[src/rtl/shift_pipe.sv]
// rtl/shift_pipe.sv - pipelined LSL/LSR/ASR/ROR shifter with carry-out and valid/ready stages
module shift_pipe #(
    parameter int WIDTH  = 32,
    parameter int STAGES = 2
) (
    input  logic                     clk,
    input  logic                     rst,
    input  logic                     in_valid,
    output logic                     in_ready,
    input  logic [WIDTH-1:0]         x,
    input  logic [$clog2(WIDTH)-1:0] sc,
    input  logic [1:0]               md,
    output logic                     out_valid,
    input  logic                     out_ready,
    output logic [WIDTH-1:0]         y,
    output logic                     co
);

    localparam int L = $clog2(WIDTH);

    localparam logic [1:0] MD_LSL = 2'b00;
    localparam logic [1:0] MD_LSR = 2'b01;
    localparam logic [1:0] MD_ASR = 2'b10;

    function automatic logic [WIDTH-1:0] shift_level(
        input logic [WIDTH-1:0] d,
        input int               amt,
        input logic [1:0]       m,
        input logic             sgn
    );
        logic [WIDTH-1:0] r;
        case (m)
            MD_LSL:  r = d << amt;
            MD_LSR:  r = d >> amt;
            MD_ASR:  r = (d >> amt) | (sgn ? ~({WIDTH{1'b1}} >> amt) : '0);
            default: r = (d >> amt) | (d << (WIDTH - amt));
        endcase
        return r;
    endfunction

    // Padding by one bit makes n = 0 select the pad, giving co = 0 without a special case.
    logic [WIDTH:0] co_rgt;
    logic [WIDTH:0] co_lft;
    logic           co_in;

    assign co_rgt = {x, 1'b0} >> sc;
    assign co_lft = {1'b0, x} << sc;
    assign co_in  = (md == MD_LSL) ? co_lft[WIDTH] : co_rgt[0];

    for (genvar s = 0; s < STAGES; s++) begin : g_stage
        localparam int LO = s * L / STAGES;
        localparam int HI = (s + 1) * L / STAGES;

        logic [WIDTH-1:0] src_d;
        logic [WIDTH-1:0] nxt_d;
        logic [WIDTH-1:0] d_q;
        logic [L-1:0]     src_sc;
        logic [L-1:0]     sc_q;
        logic [L-1:0]     sel;
        logic [1:0]       src_md;
        logic [1:0]       md_q;
        logic             src_sgn;
        logic             sgn_q;
        logic             src_co;
        logic             co_q;
        logic             src_v;
        logic             v_q;
        logic             adv;

        if (s == 0) begin : g_src
            assign src_d   = x;
            assign src_sc  = sc;
            assign src_md  = md;
            assign src_sgn = x[WIDTH-1];
            assign src_co  = co_in;
            assign src_v   = in_valid;
        end else begin : g_src
            assign src_d   = g_stage[s-1].d_q;
            assign src_sc  = g_stage[s-1].sc_q;
            assign src_md  = g_stage[s-1].md_q;
            assign src_sgn = g_stage[s-1].sgn_q;
            assign src_co  = g_stage[s-1].co_q;
            assign src_v   = g_stage[s-1].v_q;
        end

        // Empty stages always advance so bubbles collapse toward the output.
        if (s == STAGES - 1) begin : g_adv
            assign adv = !v_q || out_ready;
        end else begin : g_adv
            assign adv = !v_q || g_stage[s+1].adv;
        end

        always_comb begin
            nxt_d = src_d;
            sel   = '0;
            for (int l = LO; l < HI; l++) begin
                sel = src_sc >> l;
                if (sel[0]) begin
                    nxt_d = shift_level(nxt_d, 1 << l, src_md, src_sgn);
                end
            end
        end

        always_ff @(posedge clk or negedge rst) begin
            if (!rst) begin
                v_q   <= 1'b0;
                d_q   <= '0;
                sc_q  <= '0;
                md_q  <= '0;
                sgn_q <= 1'b0;
                co_q  <= 1'b0;
            end else if (adv) begin
                v_q <= src_v;
                if (src_v) begin
                    d_q   <= nxt_d;
                    sc_q  <= src_sc;
                    md_q  <= src_md;
                    sgn_q <= src_sgn;
                    co_q  <= src_co;
                end
            end
        end
    end

    assign in_ready  = g_stage[0].adv;
    assign out_valid = g_stage[STAGES-1].v_q;
    assign y         = g_stage[STAGES-1].d_q;
    assign co        = g_stage[STAGES-1].co_q;

    logic unused_tail;
    assign unused_tail = ^{g_stage[STAGES-1].sc_q, g_stage[STAGES-1].md_q,
                           g_stage[STAGES-1].sgn_q, co_lft[WIDTH-1:0], co_rgt[WIDTH:1]};

endmodule

[config.mk]
export PLATFORM = sky130hd
export DESIGN_NAME = shift_pipe
export DESIGN_NICKNAME = d
export VERILOG_FILES = /design/src/rtl/shift_pipe.sv
export SDC_FILE = /design/constraint.sdc
export NUM_CORES = 1
export LEC_CHECK = 0
export CAP_MARGIN = 20
export CELL_PAD_IN_SITES_DETAIL_PLACEMENT = 0
export CELL_PAD_IN_SITES_GLOBAL_PLACEMENT = 1
export CORE_MARGIN = 4
export CORE_UTILIZATION = 35
export DETAILED_ROUTE_END_ITERATION = 10
export MAX_ROUTING_LAYER = met4
export PLACE_DENSITY_LB_ADDON = 0.1
export SLEW_MARGIN = 10
export SYNTH_ARGS = -nofsm -noshare
export SYNTH_HDL_FRONTEND = slang
export SYNTH_SLANG_ARGS = --single-unit
export TNS_END_PERCENT = 5
[constraint.sdc]
create_clock -name clk -period 2.2 [get_ports clk]
set_clock_uncertainty 0.05 [all_clocks]
set_input_delay 0.44 -clock clk [delete_from_list [all_inputs] [get_ports clk]]
set_output_delay 0.44 -clock clk [all_outputs]
set_load 0.01 [all_outputs]
==> report_table.html <==
<table>
<tr><th>Metric</th><th>Value</th></tr>
<tr><th colspan="2">Die</th></tr>
<tr><td>Area of the core</td><td>19700 um2</td></tr>
<tr><td>Initial Utilization</td><td>36.0%</td></tr>
<tr><td>Row count</td><td>51</td></tr>
<tr><td>Die Ht</td><td>150 um</td></tr>
<tr><td>Die area</td><td>22600 um2</td></tr>
<tr><td>Horizontal extent of the die</td><td>150 um</td></tr>
<tr><td>Count of pins on the block boundary</td><td>78</td></tr>
<tr><th colspan="2">Global routing</th></tr>
<tr><td>Remaining Overflow, GRT</td><td>0</td></tr>
<tr><td>GRT Overall Usage</td><td>24.8%</td></tr>
<tr><td>Antenna violations before repair</td><td>0</td></tr>
<tr><td>First-pass GRT wire length</td><td>42900 um</td></tr>
<tr><td>Vias in the first global route</td><td>7407</td></tr>
<tr><td>Largest net degree at the start of global routing</td><td>57</td></tr>
<tr><th colspan="2">Synth</th></tr>
<tr><td>EDFF count, synth</td><td>0</td></tr>
<tr><td>Post-Synth XOR/XNOR Area</td><td>0.123%</td></tr>
<tr><td>Synthesis Warnings</td><td>0</td></tr>
<tr><td>Cell types with the highest counts after synthesis</td><td>123 x sky130_fd_sc_hd__nand2_1, 74 x sky130_fd_sc_hd__dfrtp_1, 68 x sky130_fd_sc_hd__o21ai_0, 65 x sky130_fd_sc_hd__nor2_1, 49 x sky130_fd_sc_hd__a21oi_1</td></tr>
<tr><td>Area share of the leading cell type in the synthesized netlist</td><td>26.1%</td></tr>
<tr><td>Top cells by area in the synthesized netlist</td><td>sky130_fd_sc_hd__dfrtp_1 26%, sky130_fd_sc_hd__mux4_2 12%, sky130_fd_sc_hd__nand2_1 6.5%</td></tr>
<tr><td>Post-synthesis cell count</td><td>854</td></tr>
<tr><td>Portion of the post-synthesis area used by sequential elements</td><td>26.1%</td></tr>
<tr><td>Largest family of logic cells by synthesized area</td><td>compound AO/OA/AOI/OAI gates</td></tr>
<tr><td>Fraction of the mapped netlist area in simple logic gates</td><td>20.4%</td></tr>
<tr><td>Most frequent cell after synthesis</td><td>sky130_fd_sc_hd__nand2_1</td></tr>
<tr><td>Post-synthesis adder-cell area fraction</td><td>0%</td></tr>
<tr><td>Most used flip-flop cell after synthesis</td><td>sky130_fd_sc_hd__dfrtp_1</td></tr>
<tr><td>Flop and latch count out of synthesis</td><td>74</td></tr>
<tr><td>Area fraction in compound gates after synthesis</td><td>28.7%</td></tr>
<tr><td>Cell area after synthesis</td><td>7100 um2</td></tr>
<tr><td>Avg Synthesized Cell Area</td><td>8.31 um2</td></tr>
<tr><td>Syn Nets</td><td>897</td></tr>
<tr><td>Post-synthesis async set-or-reset flop share</td><td>100%</td></tr>
<tr><td>Cell accounting for the most synthesized area</td><td>sky130_fd_sc_hd__dfrtp_1</td></tr>
<tr><td>Number of unique standard cell types used by synthesis</td><td>58</td></tr>
<tr><td>Multiplexer share of the synthesized area</td><td>18.1%</td></tr>
<tr><th colspan="2">Pwr</th></tr>
<tr><td>Power per standard cell area</td><td>735 nW/um2</td></tr>
<tr><td>Max VDD drop</td><td>370 uV</td></tr>
<tr><td>Total Power Consumption</td><td>6900 uW</td></tr>
<tr><td>Static leakage</td><td>0.00374 uW</td></tr>
<tr><th colspan="2">Route</th></tr>
<tr><td>Violation count after the first detailed-route iteration</td><td>620</td></tr>
<tr><td>Mean routed wirelength per cell</td><td>21.4 um</td></tr>
<tr><td>Number of search-and-repair iterations in the first detailed-routing pass</td><td>6</td></tr>
<tr><td>Number of design rule violations left after detail routing</td><td>0</td></tr>
<tr><td>DRT antenna net count</td><td>0</td></tr>
<tr><td>Total via count in the routed design</td><td>7587</td></tr>
<tr><td>Total wirelength of the detailed-routed design</td><td>27000 um</td></tr>
<tr><td>Per-cell via count in the routed design</td><td>6.02</td></tr>
<tr><th colspan="2">Timing</th></tr>
<tr><td>Worst slew pin tran</td><td>0.612 ns</td></tr>
<tr><td>Final Critical Period</td><td>2.14 ns</td></tr>
<tr><td>Fmax</td><td>467 MHz</td></tr>
<tr><td>Count of endpoints failing setup in the final report</td><td>0</td></tr>
<tr><td>Worst hold slack</td><td>0.0487 ns</td></tr>
<tr><td>Max-Slew Margin vs Limit</td><td>59.2%</td></tr>
<tr><td>Max-slew violation count</td><td>0</td></tr>
<tr><td>Ratio of final minimum period to clock period</td><td>97.3%</td></tr>
<tr><td>Smallest setup slack after layout</td><td>0.0597 ns</td></tr>
<tr><td>Aggregate negative setup slack</td><td>0 ns</td></tr>
<tr><td>Setup repair after global routing missed its margin</td><td>true</td></tr>
<tr><td>Count of final hold-check violations</td><td>0</td></tr>
<tr><th colspan="2">Place</th></tr>
<tr><td>Global placement routability congestion</td><td>0.943</td></tr>
<tr><td>HPWL reported at the end of detailed placement</td><td>20800 um</td></tr>
<tr><td>Cell Count Post-Placement</td><td>1238</td></tr>
<tr><td>Setup slack at placement</td><td>-0.439 ns</td></tr>
<tr><td># port buffers</td><td>77</td></tr>
<tr><th colspan="2">Setup path</th></tr>
<tr><td>Critical Path AT</td><td>2.31 ns</td></tr>
<tr><td>Startpoint type of the worst setup path</td><td>flip-flop</td></tr>
<tr><td>Data required time at the worst endpoint</td><td>2.37 ns</td></tr>
<tr><td>Reg2Reg Depth</td><td>6</td></tr>
<tr><td>Peak fanout along the critical path</td><td>13</td></tr>
<tr><td>Category of the critical setup timing path</td><td>flip-flop to flip-flop</td></tr>
<tr><td>Type of element capturing the critical path</td><td>flip-flop</td></tr>
<tr><th colspan="2">Clocking</th></tr>
<tr><td>Inserted Clock Buffers</td><td>9</td></tr>
<tr><td>Root Driver</td><td>sky130_fd_sc_hd__clkbuf_16</td></tr>
<tr><td>Clock transition at the registers of the reported paths</td><td>0.07 ns</td></tr>
<tr><td>Cts-stage hold buffer count</td><td>0</td></tr>
<tr><td>CTS sink count</td><td>74</td></tr>
<tr><td>Clock Path Buffers</td><td>2</td></tr>
<tr><td>Level count of the clock H-tree</td><td>3</td></tr>
<tr><td>Later-pin clock latency in the skew report</td><td>0.35 ns</td></tr>
<tr><td>CTS tree</td><td>built</td></tr>
<tr><th colspan="2">Layout</th></tr>
<tr><td>Cell Count, Final, Fillers Out</td><td>1260</td></tr>
<tr><td>Post-synthesis to final-layout area growth</td><td>32.2%</td></tr>
<tr><td>Count of nets after finishing</td><td>1033</td></tr>
<tr><td>FILL cells</td><td>1925</td></tr>
<tr><td>Total inserted antenna cells</td><td>0</td></tr>
<tr><td>Layout cell share with drive strength beyond 1</td><td>24.2%</td></tr>
<tr><th colspan="2">Hold path</th></tr>
<tr><td>Class of the most critical hold timing path</td><td>input pin to async pin</td></tr>
<tr><th colspan="2">Run</th></tr>
<tr><td>Number of max-cap violations</td><td>0</td></tr>
<tr><th colspan="2">Outcome</th></tr>
<tr><td>Result of the run</td><td>completed</td></tr>
</table>
## report_power, final
group	total, uW	switching, uW	internal (uW)
Sequential	2030	353	1680
Clock	1600	584	1020
Combinational	3260	1630	1630
Total	6900	2560	4330
## cells by family after synthesis
kind of cell / count (synthesis)
DFF: 74
and+or+nand+nor: 297
muxes: 81
xor gates and xnor gates: 1
AOI/OAI and AO/OA: 298
buffers and inverters: 103
## layer usage
metal / global-route usage (%) / wire (um) / up-vias
met1: 32.5 / 11800 / 3674
met4: 9.52 / 983 / 0
met3: 1.75 / 1350 / 53
li1: - / - / 3523
met2: 40.4 / 12900 / 337
met5: - / 0 / -
## sequential cells by signal, indices dropped and copies added, names as in the netlist
signal	count
co	1
g_stage.co_q	1
g_stage.d_q	32
g_stage.md_q	2
g_stage.sc_q	3
g_stage.sgn_q	1
g_stage.v_q	1
out_valid	1
y	32
## critical path, cell delays in order, from the launching register on
cell,delay [ns]
sky130_fd_sc_hd__dfrtp_2,0.45
sky130_fd_sc_hd__nor2_2,0.31
sky130_fd_sc_hd__buf_4,0.28
sky130_fd_sc_hd__mux2_2,0.35
sky130_fd_sc_hd__a211o_1,0.32
sky130_fd_sc_hd__a31oi_1,0.17
sky130_fd_sc_hd__a211oi_1,0.07
## cells in the final DEF, fill, tap and decap left out, types with 9 or more instances in the layout
| cell | netlist | final |
|---|---|---|
| sky130_fd_sc_hd__a211oi_1 | 20 | 20 |
| sky130_fd_sc_hd__a21oi_1 | 49 | 49 |
| sky130_fd_sc_hd__a311oi_1 | 40 | 34 |
| sky130_fd_sc_hd__a31oi_1 | 25 | 22 |
| sky130_fd_sc_hd__buf_12 | 0 | 12 |
| sky130_fd_sc_hd__buf_4 | 3 | 127 |
| sky130_fd_sc_hd__clkbuf_16 | 0 | 9 |
| sky130_fd_sc_hd__clkdlybuf4s50_1 | 0 | 71 |
| sky130_fd_sc_hd__dfrtp_1 | 74 | 70 |
| sky130_fd_sc_hd__inv_1 | 10 | 10 |
| sky130_fd_sc_hd__mux2i_1 | 37 | 37 |
| sky130_fd_sc_hd__mux4_2 | 37 | 37 |
| sky130_fd_sc_hd__nand2_1 | 123 | 122 |
| sky130_fd_sc_hd__nand2b_1 | 22 | 22 |
| sky130_fd_sc_hd__nand3_1 | 19 | 18 |
| sky130_fd_sc_hd__nand3b_1 | 12 | 12 |
| sky130_fd_sc_hd__nor2_1 | 65 | 64 |
| sky130_fd_sc_hd__nor2b_1 | 14 | 14 |
| sky130_fd_sc_hd__o21a_1 | 13 | 13 |
| sky130_fd_sc_hd__o21ai_0 | 68 | 68 |
| sky130_fd_sc_hd__o21ai_1 | 10 | 10 |
| sky130_fd_sc_hd__o221ai_1 | 9 | 9 |
| sky130_fd_sc_hd__o22a_1 | 9 | 9 |
| sky130_fd_sc_hd__or3b_2 | 10 | 10 |
## repair_timing
| action | CTS | global route |
|---|---|---|
| endpoints found under the hold margin | 0 | 0 |
| cloned | 0 | 1 |
| setup endpoints to repair | 4 | 41 |
| setup buffers | 0 | 5 |
| pin swaps | 1 | 1 |
| resized for setup | 3 | 17 |
## cell type report
class | count | area (um2) | area share (%)
clock buffers | 11 | 243 | 2.59
inverters | 11 | 41.3 | 0.440
repair buffers | 216 | 1970 | 21.0
flip-flops and latches | 74 | 1860 | 19.8
multi-input cells | 678 | 4870 | 51.8
well taps | 265 | 332 | 3.53
clock inverters | 5 | 77.6 | 0.827
## through the flow
stage               area [um2]  util, %
floorplan                 7100        -
global placement          8930     45.3
detailed placement        8930     45.3
CTS                       9260     47.0
global route              9390     47.6
finish                    9390     47.6
## worst paths after layout
check,start,end,slack [ns]
worst max-delay path,g_stage[0].md_q[1],y[27],0.06
worst min-delay path,rst,y[0],0.05
worst max register to register,g_stage[0].md_q[1],y[27],0.06
worst min register to register,y[0],y[0],0.43
max in group asynchronous,rst,y[13],1.48
min in group clk,y[0],y[0],0.43
Power figures use the tool's default switching activity.
